<file path="src/rtl/mult_shift_add_ctrl_if.sv">
// rtl/mult_shift_add_ctrl_if.sv - request, result and external ALU signals of the shift-add multiplier
interface mult_shift_add_ctrl_if;
  logic       start;
  logic [3:0] multiplicand;
  logic [3:0] multiplier;
  logic [3:0] alu_a;
  logic [3:0] alu_b;
  logic [3:0] alu_s;
  logic       alu_m;
  logic       alu_cin;
  logic [3:0] alu_f;
  logic       alu_cout;
  logic [7:0] product;
  logic       busy;
  logic       done;

  // Requester side: issues operands, owns the external ALU, consumes the result
  modport master (
    output start, multiplicand, multiplier, alu_f, alu_cout,
    input  alu_a, alu_b, alu_s, alu_m, alu_cin, product, busy, done
  );

  // Controller side
  modport slave (
    input  start, multiplicand, multiplier, alu_f, alu_cout,
    output alu_a, alu_b, alu_s, alu_m, alu_cin, product, busy, done
  );
endinterface

</file>
<file path="src/rtl/mult_shift_add_ctrl.sv">
// rtl/mult_shift_add_ctrl.sv - 4x4 unsigned shift-add multiplier controller driving an external 74181 ALU
module mult_shift_add_ctrl (
  input logic                 clk,
  input logic                 rst,
  mult_shift_add_ctrl_if.slave bus
);

  typedef enum logic [2:0] {
    IDLE  = 3'd0,
    TEST  = 3'd1,
    ADD   = 3'd2,
    SHIFT = 3'd3,
    DONE  = 3'd4
  } state_t;

  state_t     state;
  logic [3:0] mcand;
  logic [3:0] acc;
  logic [3:0] q;
  logic       c;
  logic [2:0] cnt;
  logic [7:0] product;

  // Sequencer: one TEST/ADD/SHIFT pass per multiplier bit, LSB first
  always_ff @(posedge clk or posedge rst) begin
    if (rst) begin
      state   <= IDLE;
      mcand   <= 4'd0;
      acc     <= 4'd0;
      q       <= 4'd0;
      c       <= 1'b0;
      cnt     <= 3'd0;
      product <= 8'd0;
    end else begin
      case (state)
        IDLE: begin
          if (bus.start) begin
            mcand <= bus.multiplicand;
            q     <= bus.multiplier;
            acc   <= 4'd0;
            c     <= 1'b0;
            cnt   <= 3'd0;
            state <= TEST;
          end
        end
        TEST: begin
          state <= q[0] ? ADD : SHIFT;
        end
        ADD: begin
          // ALU is set up for A plus B this cycle; its carry-out becomes bit 4
          {c, acc} <= {bus.alu_cout, bus.alu_f};
          state    <= SHIFT;
        end
        SHIFT: begin
          {c, acc, q} <= {1'b0, c, acc, q[3:1]};
          cnt         <= cnt + 3'd1;
          if (cnt == 3'd3) begin
            // Fourth shift completes the product; capture the post-shift {acc,q}
            product <= {c, acc, q[3:1]};
            state   <= DONE;
          end else begin
            state <= TEST;
          end
        end
        DONE: begin
          state <= IDLE;
        end
        default: begin
          state <= IDLE;
        end
      endcase
    end
  end

  // Moore decode: ALU adds only in ADD, otherwise passes A through
  always_comb begin
    bus.alu_a   = acc;
    bus.alu_b   = mcand;
    bus.alu_cin = 1'b0;
    if (state == ADD) begin
      bus.alu_s = 4'b1001;
      bus.alu_m = 1'b0;
    end else begin
      bus.alu_s = 4'b1111;
      bus.alu_m = 1'b1;
    end
    bus.busy    = (state != IDLE);
    bus.done    = (state == DONE);
    bus.product = product;
  end

endmodule
</file>
<file path="src/flat_wrapper.sv">
// flat-port wrapper written by rule: the top's interface ports become plain ports
module mult_shift_add_ctrl_flat 
  (clk, rst, bus_start, bus_multiplicand, bus_multiplier, bus_alu_f, bus_alu_cout, bus_alu_a, bus_alu_b, bus_alu_s, bus_alu_m, bus_alu_cin, bus_product, bus_busy, bus_done);
  mult_shift_add_ctrl_if bus_i ();
  input logic clk;
  input logic rst;
  input wire logic [$bits(bus_i.start)-1:0] bus_start;
  input wire logic [$bits(bus_i.multiplicand)-1:0] bus_multiplicand;
  input wire logic [$bits(bus_i.multiplier)-1:0] bus_multiplier;
  input wire logic [$bits(bus_i.alu_f)-1:0] bus_alu_f;
  input wire logic [$bits(bus_i.alu_cout)-1:0] bus_alu_cout;
  output wire logic [$bits(bus_i.alu_a)-1:0] bus_alu_a;
  output wire logic [$bits(bus_i.alu_b)-1:0] bus_alu_b;
  output wire logic [$bits(bus_i.alu_s)-1:0] bus_alu_s;
  output wire logic [$bits(bus_i.alu_m)-1:0] bus_alu_m;
  output wire logic [$bits(bus_i.alu_cin)-1:0] bus_alu_cin;
  output wire logic [$bits(bus_i.product)-1:0] bus_product;
  output wire logic [$bits(bus_i.busy)-1:0] bus_busy;
  output wire logic [$bits(bus_i.done)-1:0] bus_done;
  assign bus_i.start = bus_start;
  assign bus_i.multiplicand = bus_multiplicand;
  assign bus_i.multiplier = bus_multiplier;
  assign bus_i.alu_f = bus_alu_f;
  assign bus_i.alu_cout = bus_alu_cout;
  assign bus_alu_a = bus_i.alu_a;
  assign bus_alu_b = bus_i.alu_b;
  assign bus_alu_s = bus_i.alu_s;
  assign bus_alu_m = bus_i.alu_m;
  assign bus_alu_cin = bus_i.alu_cin;
  assign bus_product = bus_i.product;
  assign bus_busy = bus_i.busy;
  assign bus_done = bus_i.done;
  mult_shift_add_ctrl u_core (.clk(clk), .rst(rst), .bus(bus_i));
endmodule
</file>
<file path="config.mk">
export PLATFORM = sky130hd
export DESIGN_NAME = mult_shift_add_ctrl_flat
export DESIGN_NICKNAME = d
export VERILOG_FILES = /design/src/rtl/mult_shift_add_ctrl_if.sv /design/src/rtl/mult_shift_add_ctrl.sv /design/src/flat_wrapper.sv
export SDC_FILE = /design/constraint.sdc
export NUM_CORES = 1
export LEC_CHECK = 0
export ABC_CLOCK_PERIOD_IN_PS = 4800
export CAP_MARGIN = 20
export CELL_PAD_IN_SITES_DETAIL_PLACEMENT = 0
export CELL_PAD_IN_SITES_GLOBAL_PLACEMENT = 1
export CORE_MARGIN = 4
export CORE_UTILIZATION = 37
export CTS_CLUSTER_SIZE = 14
export DETAILED_ROUTE_END_ITERATION = 8
export PLACE_DENSITY_LB_ADDON = 0.1
export SETUP_SLACK_MARGIN = 0.1
export SKIP_LAST_GASP = 1
export SLEW_MARGIN = 30
export SYNTH_ARGS = -nofsm -noshare
export SYNTH_HDL_FRONTEND = slang
export SYNTH_SLANG_ARGS = --single-unit
</file>
<file path="constraint.sdc">
create_clock -name clk -period 4.8 [get_ports clk]
set_clock_uncertainty 0.1 [all_clocks]
set_input_delay 0.96 -clock clk [delete_from_list [all_inputs] [get_ports clk]]
set_output_delay 0.96 -clock clk [all_outputs]
set_load 0.005 [all_outputs]
</file>
==> flow_metrics.env <==
export IMPL_hold_path_class="register to register"
export IMPL_synthTopCellsByCount="27 x dfrtp_1, 10 x inv_1, 9 x mux2_4"
export IMPL_syn_to_final_growth_pct=26.4
export IMPL_cp_end_kind="output port"
export IMPL_cts_root_buf="clkbuf_4"
export IMPL_grt_pass1_wl_um=3950
export IMPL_maxCapViolCount=0
export IMPL_grt_max_degree=28
export IMPL_drive_gt1_share_pct=16.4
export IMPL_synth_edf_count=0
export IMPL_place_detailed_hpwl_um=1750
export IMPL_path_class="register to output port"
export IMPL_avgSynthCellArea_um2=12.6
export IMPL_syn_area_um2=1320
export IMPL_clkPwrFrac_pct=10.7
export IMPL_synth_top_area_share_pct=51.4
export IMPL_async_flop_share_pct=100
export IMPL_critPathLaunchType="register"
export IMPL_first_pass_iters=4
export IMPL_antenna_found_initial=0
export IMPL_drt_iter0_drc=19
export IMPL_pwr_share_seq_pct=43.7
export IMPL_clock_fmax_mhz=308
export IMPL_vias=827
export IMPL_netlist_cell_type_count=28
export IMPL_sw_frac_of_total_pct=32.9
export IMPL_via_per_inst=4.59
export IMPL_synth_area_top_cells="dfrtp_1 51%, mux2_4 10%, buf_6 4.3%"
export IMPL_grt_remaining_overflow=0
export IMPL_rsz0062_at_grt="false"
export IMPL_fin_crit_ns=3.25
export IMPL_path_clk_slew_ns=0.15
export IMPL_numCtsBuffers=3
export IMPL_cts_hold_buf=0
export IMPL_wl_per_cell_um=13.6
export IMPL_setup_viol=0
export IMPL_synth_most_common_cell="dfrtp_1"
export IMPL_cp_required_ns=3.74
export IMPL_cts_resized=0
export IMPL_dieArea_um2=4570
export IMPL_final_nets=153
export IMPL_p_sw_uw=301
export IMPL_netlist_instances=104
export IMPL_status="completed"
export IMPL_gp_congestion=0.687
export IMPL_global_route_usage_total_pct=11.5
export IMPL_rows=21
export IMPL_crit_path_cell_trace="nor3b_1, inv_1, clkdlybuf4s50_1"
export IMPL_post_route_cell_area_um2=1660
export IMPL_place_area_um2=1640
export IMPL_ys_ff_latch=27
export IMPL_clkLatencyLatePin_ns=0.32
export IMPL_setup_tns_ns=0
export IMPL_crit_slowest_cell="nor3b_1"
export IMPL_ir_worst_vdd_mv=0.174
export IMPL_grt_pass1_vias=855
export IMPL_wl_um=2450
export IMPL_route_detailed_drc=0
export IMPL_cts_tree="done"
export IMPL_hold_violations=0
export IMPL_min_period_over_period_pct=67.7
export IMPL_cpPeakStageDelay_ns=0.64
export IMPL_dieHeight_um=67.6
export IMPL_synth_top_flop_cell="dfrtp_1"
export IMPL_portBuffers=36
export IMPL_slew_headroom_pct=51.5
export IMPL_combinationalPowerShare_pct=45.7
export IMPL_slew_viol_final=0
export IMPL_die_w_um=67.6
export IMPL_io_pin_count=40
export IMPL_antenna_cells=0
export IMPL_cts_setup_buffers=0
export IMPL_synth_largest_area_cell="dfrtp_1"
export IMPL_cts_buffer_depth=2
export IMPL_numClockSinks=27
export IMPL_htreeDepth=1
export IMPL_powerDensity_nw_per_um2=552
export IMPL_rrSetupSlack_ns=2.85
export IMPL_synth_warnings=0
export IMPL_worst_pin_slew_ns=0.724
export IMPL_initial_core_util_pct=38.8
export IMPL_ant_nets=0
export IMPL_power_leakage_nw=0.729
export IMPL_yosysSeqAreaShare_pct=51.4
export IMPL_crit_arrival_ns=2.19
export IMPL_p_int_uw=615
export IMPL_n_fill_cell=301
export IMPL_cp_max_fo=10
export IMPL_core_area_um2=3390
==> through the flow <==
stage / instances / power (mW) / worst slack [ns] / utilization [%] / hold slack, ns
floorplan: 105 / 0.687 / 2.50 / - / 0.356
global placement: 176 / 0.823 / 2.01 / 48.2 / 0.374
detailed placement: 176 / 0.833 / 1.90 / 48.2 / 0.390
CTS: 180 / 0.934 / 1.50 / 49.0 / 0.427
global route: 180 / 0.994 / 1.38 / 49.0 / 0.452
finish: 180 / 0.917 / 1.55 / 49.0 / 0.419
==> cells in the final DEF, fill, tap and decap left out, drive strengths merged, types with 2 or more instances in the layout <==
cell	instances
a22oi	4
clkbuf	4
clkdlybuf4s50	36
conb	3
dfrtp	27
ha	2
inv	10
mux2	14
mux2i	4
nand2	6
nor2	2
nor3b	2
o21ai	9
==> flip-flops by register name (all words and copies together) (netlist names) <==
name / cells
u_core.bus.alu_b: 4
u_core.cnt: 3
u_core.q: 4
u_core.bus.product: 8
u_core.c: 1
u_core.state: 3
u_core.bus.alu_a: 4
==> worst max-delay path, delay by kind of cell (launching register included) <==
family,cells,cell delay (ns)
simple gates,1,0.64
flops,1,0.58
buf+inv,2,0.66
==> layout make-up <==
| type | instances | area, um^2 | area share, % |
|---|---|---|---|
| multi-input combinational | 57 | 504 | 30.3 |
| sequential | 27 | 676 | 40.7 |
| clock buffer | 4 | 26.3 | 1.58 |
| tap | 46 | 57.6 | 3.46 |
| timing repair buffer | 36 | 360 | 21.7 |
| inverter | 10 | 37.5 | 2.26 |
==> metal layers <==
metal  share of wire [%]  vias up  global-route usage [%]
li1                    -      403                       -
met4                0.61        0                    4.56
met3                 6.4        2                    2.66
met1                  45      396                    15.4
met5                   0        -                       0
met2                  48       26                    18.0
==> power by group through the flow <==
| stage | clock [mW] | combinational [mW] | sequential (mW) |
|---|---|---|---|
| 3_5_place_dp | 0 | 0.426 | 0.407 |
| 5_1_grt | 0.115 | 0.464 | 0.416 |
| 6_report | 0.0978 | 0.418 | 0.400 |
| 4_1_cts | 0.104 | 0.428 | 0.402 |
| 2_1_floorplan | 0 | 0.309 | 0.378 |
| 3_3_place_gp | 0 | 0.419 | 0.403 |
==> logic make-up after synthesis <==
kind of cell	after synthesis	synth area share, %
fa+ha+maj	2	1.90
other cells	2	0.571
flops	27	51.4
buf+inv	21	10.6
mux	18	17.6
compound gates	17	7.99
xor+xnor	1	0.666
simple gates	16	9.32
==> final timing paths <==
kind,start,endpoint,cells after the start
max,u_core.state[1],bus_alu_s[1],3
min,u_core.cnt[2],u_core.cnt[2],1
max reg2reg,u_core.state[1],u_core.bus.product[5],3
min reg2reg,u_core.cnt[2],u_core.cnt[2],1
max in group asynchronous,rst,u_core.bus.alu_b[0],2
min in group asynchronous,rst,u_core.bus.alu_a[3],2
Note: power is estimated with default switching activity, not from simulation.
